<file path="src/rtl/opfetch_stage.sv">
`default_nettype none
// ============================================================================
// Module      : opfetch_stage
// Description : Operand-fetch stage with a per-register write scoreboard.
//               Define OPFETCH_BYPASS_EN to forward same-cycle writeback data.
// Revision    : 1.0 - initial release
// ============================================================================
module opfetch_stage #(
    parameter int ADDR_SIZE = 5,
    parameter int WORD_SIZE = 32
) (
    input  logic                 clk,
    input  logic                 rst_n,
    input  logic                 in_valid,
    output logic                 in_ready,
    input  logic [ADDR_SIZE-1:0] in_rs1,
    input  logic [ADDR_SIZE-1:0] in_rs2,
    input  logic [ADDR_SIZE-1:0] in_rd,
    input  logic                 in_rd_we,
    output logic [ADDR_SIZE-1:0] raddr1,
    output logic [ADDR_SIZE-1:0] raddr2,
    input  logic [WORD_SIZE-1:0] rdata1,
    input  logic [WORD_SIZE-1:0] rdata2,
    input  logic                 wb_en,
    input  logic [ADDR_SIZE-1:0] wb_addr,
    input  logic [WORD_SIZE-1:0] wb_data,
    output logic                 out_valid,
    input  logic                 out_ready,
    output logic [WORD_SIZE-1:0] out_op1,
    output logic [WORD_SIZE-1:0] out_op2,
    output logic [ADDR_SIZE-1:0] out_rd,
    output logic                 out_rd_we
);

    localparam int c_NUM_REGS = 2 ** ADDR_SIZE;

    logic [c_NUM_REGS-1:0] r_pending;
    logic [c_NUM_REGS-1:0] w_pending_nxt;
    logic                  r_out_valid;
    logic [WORD_SIZE-1:0]  r_out_op1;
    logic [WORD_SIZE-1:0]  r_out_op2;
    logic [ADDR_SIZE-1:0]  r_out_rd;
    logic                  r_out_rd_we;

    logic w_fwd_rs1, w_fwd_rs2, w_fwd_rd;
    logic w_blk_rs1, w_blk_rs2, w_blk_rd;
    logic w_hazard, w_xfer, w_ready;
    logic [WORD_SIZE-1:0] w_op1, w_op2;

    assign raddr1 = in_rs1;
    assign raddr2 = in_rs2;

`ifdef OPFETCH_BYPASS_EN
    // A register being written back this cycle is usable now via wb_data.
    assign w_fwd_rs1 = wb_en && (wb_addr == in_rs1) && (in_rs1 != '0);
    assign w_fwd_rs2 = wb_en && (wb_addr == in_rs2) && (in_rs2 != '0);
    assign w_fwd_rd  = wb_en && (wb_addr == in_rd)  && (in_rd  != '0);
`else
    assign w_fwd_rs1 = 1'b0;
    assign w_fwd_rs2 = 1'b0;
    assign w_fwd_rd  = 1'b0;
`endif

    assign w_blk_rs1 = r_pending[in_rs1] && !w_fwd_rs1;
    assign w_blk_rs2 = r_pending[in_rs2] && !w_fwd_rs2;
    assign w_blk_rd  = r_pending[in_rd]  && !w_fwd_rd;

    assign w_hazard = w_blk_rs1 || w_blk_rs2 ||
                      (in_rd_we && (in_rd != '0) && w_blk_rd);
    assign w_ready  = rst_n && (!r_out_valid || out_ready) && !w_hazard;
    assign w_xfer   = in_valid && w_ready;

    always_comb begin
        w_op1 = rdata1;
        if (in_rs1 == '0)
            w_op1 = '0;
        else if (w_fwd_rs1)
            w_op1 = wb_data;
    end

    always_comb begin
        w_op2 = rdata2;
        if (in_rs2 == '0)
            w_op2 = '0;
        else if (w_fwd_rs2)
            w_op2 = wb_data;
    end

    // Clear first so that a same-register issue in the clear cycle re-arms it.
    always_comb begin
        w_pending_nxt = r_pending;
        if (wb_en)
            w_pending_nxt[wb_addr] = 1'b0;
        if (w_xfer && in_rd_we && (in_rd != '0))
            w_pending_nxt[in_rd] = 1'b1;
        w_pending_nxt[0] = 1'b0;
    end

    always_ff @(posedge clk) begin
        if (!rst_n) begin
            r_pending   <= '0;
            r_out_valid <= 1'b0;
            r_out_op1   <= '0;
            r_out_op2   <= '0;
            r_out_rd    <= '0;
            r_out_rd_we <= 1'b0;
        end else begin
            r_pending <= w_pending_nxt;
            if (w_xfer) begin
                r_out_valid <= 1'b1;
                r_out_op1   <= w_op1;
                r_out_op2   <= w_op2;
                r_out_rd    <= in_rd;
                r_out_rd_we <= in_rd_we;
            end else if (out_ready) begin
                r_out_valid <= 1'b0;
            end
        end
    end

    assign in_ready  = w_ready;
    assign out_valid = r_out_valid;
    assign out_op1   = r_out_op1;
    assign out_op2   = r_out_op2;
    assign out_rd    = r_out_rd;
    assign out_rd_we = r_out_rd_we;

endmodule
`default_nettype wire

</file>
<file path="config.mk">
export PLATFORM = sky130hd
export DESIGN_NAME = opfetch_stage
export DESIGN_NICKNAME = d
export VERILOG_FILES = /design/src/rtl/opfetch_stage.sv
export SDC_FILE = /design/constraint.sdc
export NUM_CORES = 1
export LEC_CHECK = 0
export CAP_MARGIN = 25
export CORE_ASPECT_RATIO = 0.6
export CORE_MARGIN = 3
export CORE_UTILIZATION = 44
export DETAILED_ROUTE_END_ITERATION = 10
export PLACE_DENSITY = 0.81
export SYNTH_ARGS = -nofsm -noshare
export SYNTH_HDL_FRONTEND = slang
export SYNTH_SLANG_ARGS = --single-unit
</file>
<file path="constraint.sdc">
create_clock -name clk -period 3.8 [get_ports clk]
set_clock_uncertainty 0.1 [all_clocks]
set_input_delay 0.76 -clock clk [delete_from_list [all_inputs] [get_ports clk]]
set_output_delay 0.76 -clock clk [all_outputs]
set_load 0.1 [all_outputs]
</file>
Yosys cells after proc, flatten, opt, wreduce, memory -nomap -nowiden. Cells that the tools add are included.

Input bits: 122. Bits in latches: 0. Word-level logic and storage cells: 50. Memories: 0. Memory bits (writable): 0. Memory bits (read-only): 0. Bits in registers: 103.

Shift operators: 0. Mux-type cells: 16. $lt $le $gt $ge: 6. $mul: 0. Add/sub/neg operators: 0. Reduce and logical (&&, ||, !) cells: 18. Equal/unequal tests: 0. Div/mod/pow operators: 0. Bitwise operators: 3.

Operator list (number): 2-to-1 mux 32 bit (4); AND 32 bit (1); NOT 32 bit (1); bitwise OR 32 bit (1); < comparator 5 x 6 -> 1 bit (second input constant) (4); binary-select mux 1 bit (select 5 bit) (3); demux 1 bit (select 5 bit) (2); greater-or-equal comparator 5 x 1 -> 1 bit (second input constant) (2); logical NOT 5 bit (2); logical AND 1 bit (9); 2-to-1 mux 1 bit (7); nonzero test 5 bit (1); logical OR 1 bit (3); logical NOT 1 bit (2); nonzero test 2 bit (1).

Depth between registers and ports, before layout. Gate-level depths: netlist of run 1.

Word-level depth: 10. Mapped depth: 11. Mapped depth without buffers: 6.

Worst setup path after synthesis of run 1. Ideal clock, no wire load.

Kind: input to output. Start point: in in_rs1[0]. End point: out in_ready. Data required time: 2940 ps. Cell stages on the path: 6. Path buffers: 1. Arrival time: 3568 ps. Setup slack: -628 ps. Path through: clkbuf_1 -> mux4_2 -> o2111a_1 -> a211oi_1 -> nand3_1 -> nor2b_1.

Longest elaborated chain between the ends: 6.

RTL lines: from (decl) (line 16) `input logic [ADDR_SIZE-1:0] in_rs1,`; binary-select mux 1 bit (select 5 bit) (line 64) `assign w_blk_rs1 = r_pending[in_rs1] && !w_fwd_rs1;`; 2-to-1 mux 1 bit (implied by the code) (line 64); logical OR 1 bit (2 in series) (line 68) `assign w_hazard = w_blk_rs1 || w_blk_rs2 ||`; logical NOT 1 bit (line 70) `assign w_ready = rst_n && (!r_out_valid || out_ready) && !w_hazard;`; logical AND 1 bit (line 70); to (decl) (line 15) `output logic in_ready,`.

No other way between the ends. The select of a mux whose other input is x is not followed.

Worst setup path after layout of run 1. Ends and elaborated chain as after synthesis.

==> summary.md, run 1 <==
| Metric | Value |
|---|---|
| Clk buf depth | `2` |
| Clk root buf | `clkbuf_16` |
| Final setup violation count | `0` |
| Syn_area_per_cell | `approximately 8.9 µm²` |
| Antenna viol nets, final | `0` |
| CTS tree | `yes` |
| Initial Util | `a little under half` |
| Core area | `~11000 µm²` |
| Overall routing resource usage | `roughly 25%` |
| I/O Pins | `204` |
| Placed inst area | `7040 µm²` |
| Vias in the first global route | `slightly above 5000` |
| GR Overflow Total | `0` |
| Clock Pin Slew Worst Setup and Hold Paths | `~0.070 ns` |
| # placed instances | `just under 900` |
| Critical path required time | `2.94 ns` |
| Synth Area in Compound Gates | `roughly 10%` |
| Yosys top cell by area | `dfxtp_1` |
| First-pass GRT wire length | `26800 µm` |
| Adder-cell area share of the yosys netlist | `0%` |
| Max-slew headroom | `around a third` |
| Die width | `around 150 µm` |
| Tmin final | `approximately 3.7 ns` |
| Number of synthesized register bits | `a little over 100` |
| Clk_lat worst skew | `between 0.3 and 0.4 ns` |
| Worst-path cell chain | `clkdlybuf4s50_1 > mux4_2 > o2111a_1 > a211oi_1 > nand3_1 > nor2b_4 > buf_12` |
| Simple-gate portion of the synthesized area | `about a fifth` |
| Final hold slack | `0.356 ns` |
| Synthesized net count | `a little over 700` |
| Residual DRC | `0` |
| Post-synth cell types | `44` |
| R2R Path Start | `r_pending[31]` |
| Final Util | `around 64%` |
| Static Leak | `approximately 3 nW` |
| VDD IR max | `about 0.22 mV` |
| Reg area | `roughly 2000 µm²` |
| Multi-input gate area | `~2800 µm²` |
| Ys Warns | `0` |
| Detailed Place HPWL | `approximately 12000 µm` |
| Post-synth top flop | `dfxtp_1` |
| Crit. End Element | `output port` |
| CP Launch Point | `in_rs1[0]` |
| Dominant cells by area after synthesis | `dfxtp_1 39%, mux2i_1 16%, nand2_1 11%` |
| Startpoint types | `primary input` |
| Largest net degree at the start of global routing | `82` |
| Finished Layout Cells | `approximately 900` |
| Largest family of logic cells by synthesized area | `multiplexers` |
| Final Hold Vio Count | `0` |
| Sink Count | `102` |
| Mapped Area | `just over 5000 µm²` |
| Share of post-route cells with drive strength above 1 | `a little over a tenth` |
| Post-Synth XOR/XNOR Area | `0%` |
| CP arrival | `2.86 ns` |
| Worst hold path class | `reg -> reg` |
| # diodes | `0` |
| # H-tree levels | `3` |
| FP Rows | `30` |
| Syn Inst Count | `between 500 and 600` |
| Yosys top cell area share | `about two fifths` |
| Tcrit/Tclk final | `98.0%` |
| Max incr delay on CP | `0.55 ns` |
| GP Congestion | `slightly below 1` |
| Number of antenna violations at the first check in global routing | `1` |
| Ys async rst share | `0%` |
| Slew Limit Fails | `0` |
| Most common cell after layout, fill and taps aside | `clkdlybuf4s50_1` |
| Crit path max-delay cell type | `clkdlybuf4s50_1` |
| Die area | `roughly 13000 µm²` |
| Status | `finished, final reports clean` |
| Final WL | `16500 µm` |
| Setup TNS | `0 ns` |
| Fillers | `approximately 950` |
| Most frequent cells in the layout | `156 x clkdlybuf4s50_1, 145 x nand2_1, 102 x dfxtp_1` |
| DRT Pass-1 Iters | `5` |
| Number of flops mapped to enable cells by yosys | `0` |
| Area growth, synth to finish | `41.5%` |
| PortBufs | `approximately 170` |
| CTS Hold Bufs | `0` |
| Maximum capacitance violations | `0` |
| Post-route design area | `roughly 7300 µm²` |
| Worst-Margin Slew | `slightly above 1 ns` |
| Hold Crit Start | `out_op1[27]` |
| Die H | `90.1 µm` |
| Final net count | `roughly 860` |
| CTS buffer count | `9` |
| Sequential area share after synthesis | `~40%` |
| Routed vias/inst | `between 5 and 6` |
| DR vias | `around 5000` |
| Crit Path Class | `in -> out` |
| Fmax | `between 200 and 300 MHz` |
| DRT iter0 DRCs | `between 300 and 400` |
| Post-DR wirelength/cell | `18.3 µm` |
| Post-synthesis mux area share | `between 20% and 30%` |
| Pwr/cell area | `between 300 and 400 nW/µm²` |
| Max FO, Critical Path | `2` |
[sequential cells by signal, summed over array words and instances, names as in the netlist]
name       cells
out_valid      1
out_op1       32
out_op2       32
r_pending     31
out_rd_we      1
out_rd         5
[power by group]
group | switching, mW | internal, mW
Combinational | 0.515 | 0.243
Clock | 0.424 | 0.473
Sequential | 0.0213 | 1.11
Total | 0.961 | 1.82
[cell usage after synthesis, types with 7 or more instances]
cell,instances
buf_2,12
buf_4,10
clkbuf_1,28
dfxtp_1,102
inv_1,7
mux2i_1,84
mux4_2,14
nand2_1,145
nand3_1,41
nor2_1,12
nor2b_1,8
o211ai_1,30
o21ai_0,31
[final cells by class]
cell class | count | share of cell area [%]
Inverter | 7 | 0.358
Clock inverter | 6 | 0.734
Multi-Input combinational cell | 420 | 38.7
Tap cell | 160 | 2.73
Sequential cell | 102 | 27.9
Clock buffer | 10 | 3.26
Timing Repair Buffer | 197 | 26.4
[metrics by stage]
| stage | setup WS, ns | total power [mW] |
|---|---|---|
| 3_3_place_gp | -0.193 | 1.89 |
| 3_5_place_dp | -0.213 | 1.91 |
| 5_1_grt | -0.0342 | 2.88 |
| 6_report | 0.0755 | 2.78 |
| 2_1_floorplan | 0.143 | 1.66 |
| 4_1_cts | 0.00410 | 2.81 |
[timing repair]
action,CTS,global route
setup endpoints to repair,1,1
resized for setup,1,6
pin swaps,1,1
buffers inserted,0,0
[cells by family (layout without fill, tap and decap cells)]
family,count (synthesis),after routing
DFF,102,102
AOI/OAI and AO/OA,79,79
and+or+nand+nor,237,237
muxes,104,104
buffers and inverters,63,220
[per-layer routing]
metal	routed length, µm	track usage, %	vias to the layer above
li1	-	-	2365
met1	6960	32.6	2366
met2	7090	38.0	302
met3	2250	11.7	23
met4	201	5.24	2
met5	13	0	-
[worst max-delay path, delay by kind of cell]
kind            cells  cell delay (ns)
buf+inv             2             0.73
mux                 1             0.52
compound gates      2             0.52
simple gates        2             0.33
[path summary, 6_finish.rpt]
path                                    end  slack (ns)  cells after the start
worst max-delay path               in_ready        0.08                      7
worst min-delay path            out_op1[27]        0.36                      2
worst max register to register  out_op1[30]        1.07                      7
worst min register to register  out_op1[27]        0.36                      2
No activity file was read; power rests on OpenSTA's default activity.
==> run 2: changes to the inputs <==
--- a/config.mk
+++ b/config.mk
@@ -14,3 +14,4 @@
 export SYNTH_ARGS = -nofsm -noshare
 export SYNTH_HDL_FRONTEND = slang
 export SYNTH_SLANG_ARGS = --single-unit
+export TNS_END_PERCENT = 10
==> results of run 2 <==
No change in the layout: final DEF, timing and power equal those of run 1.
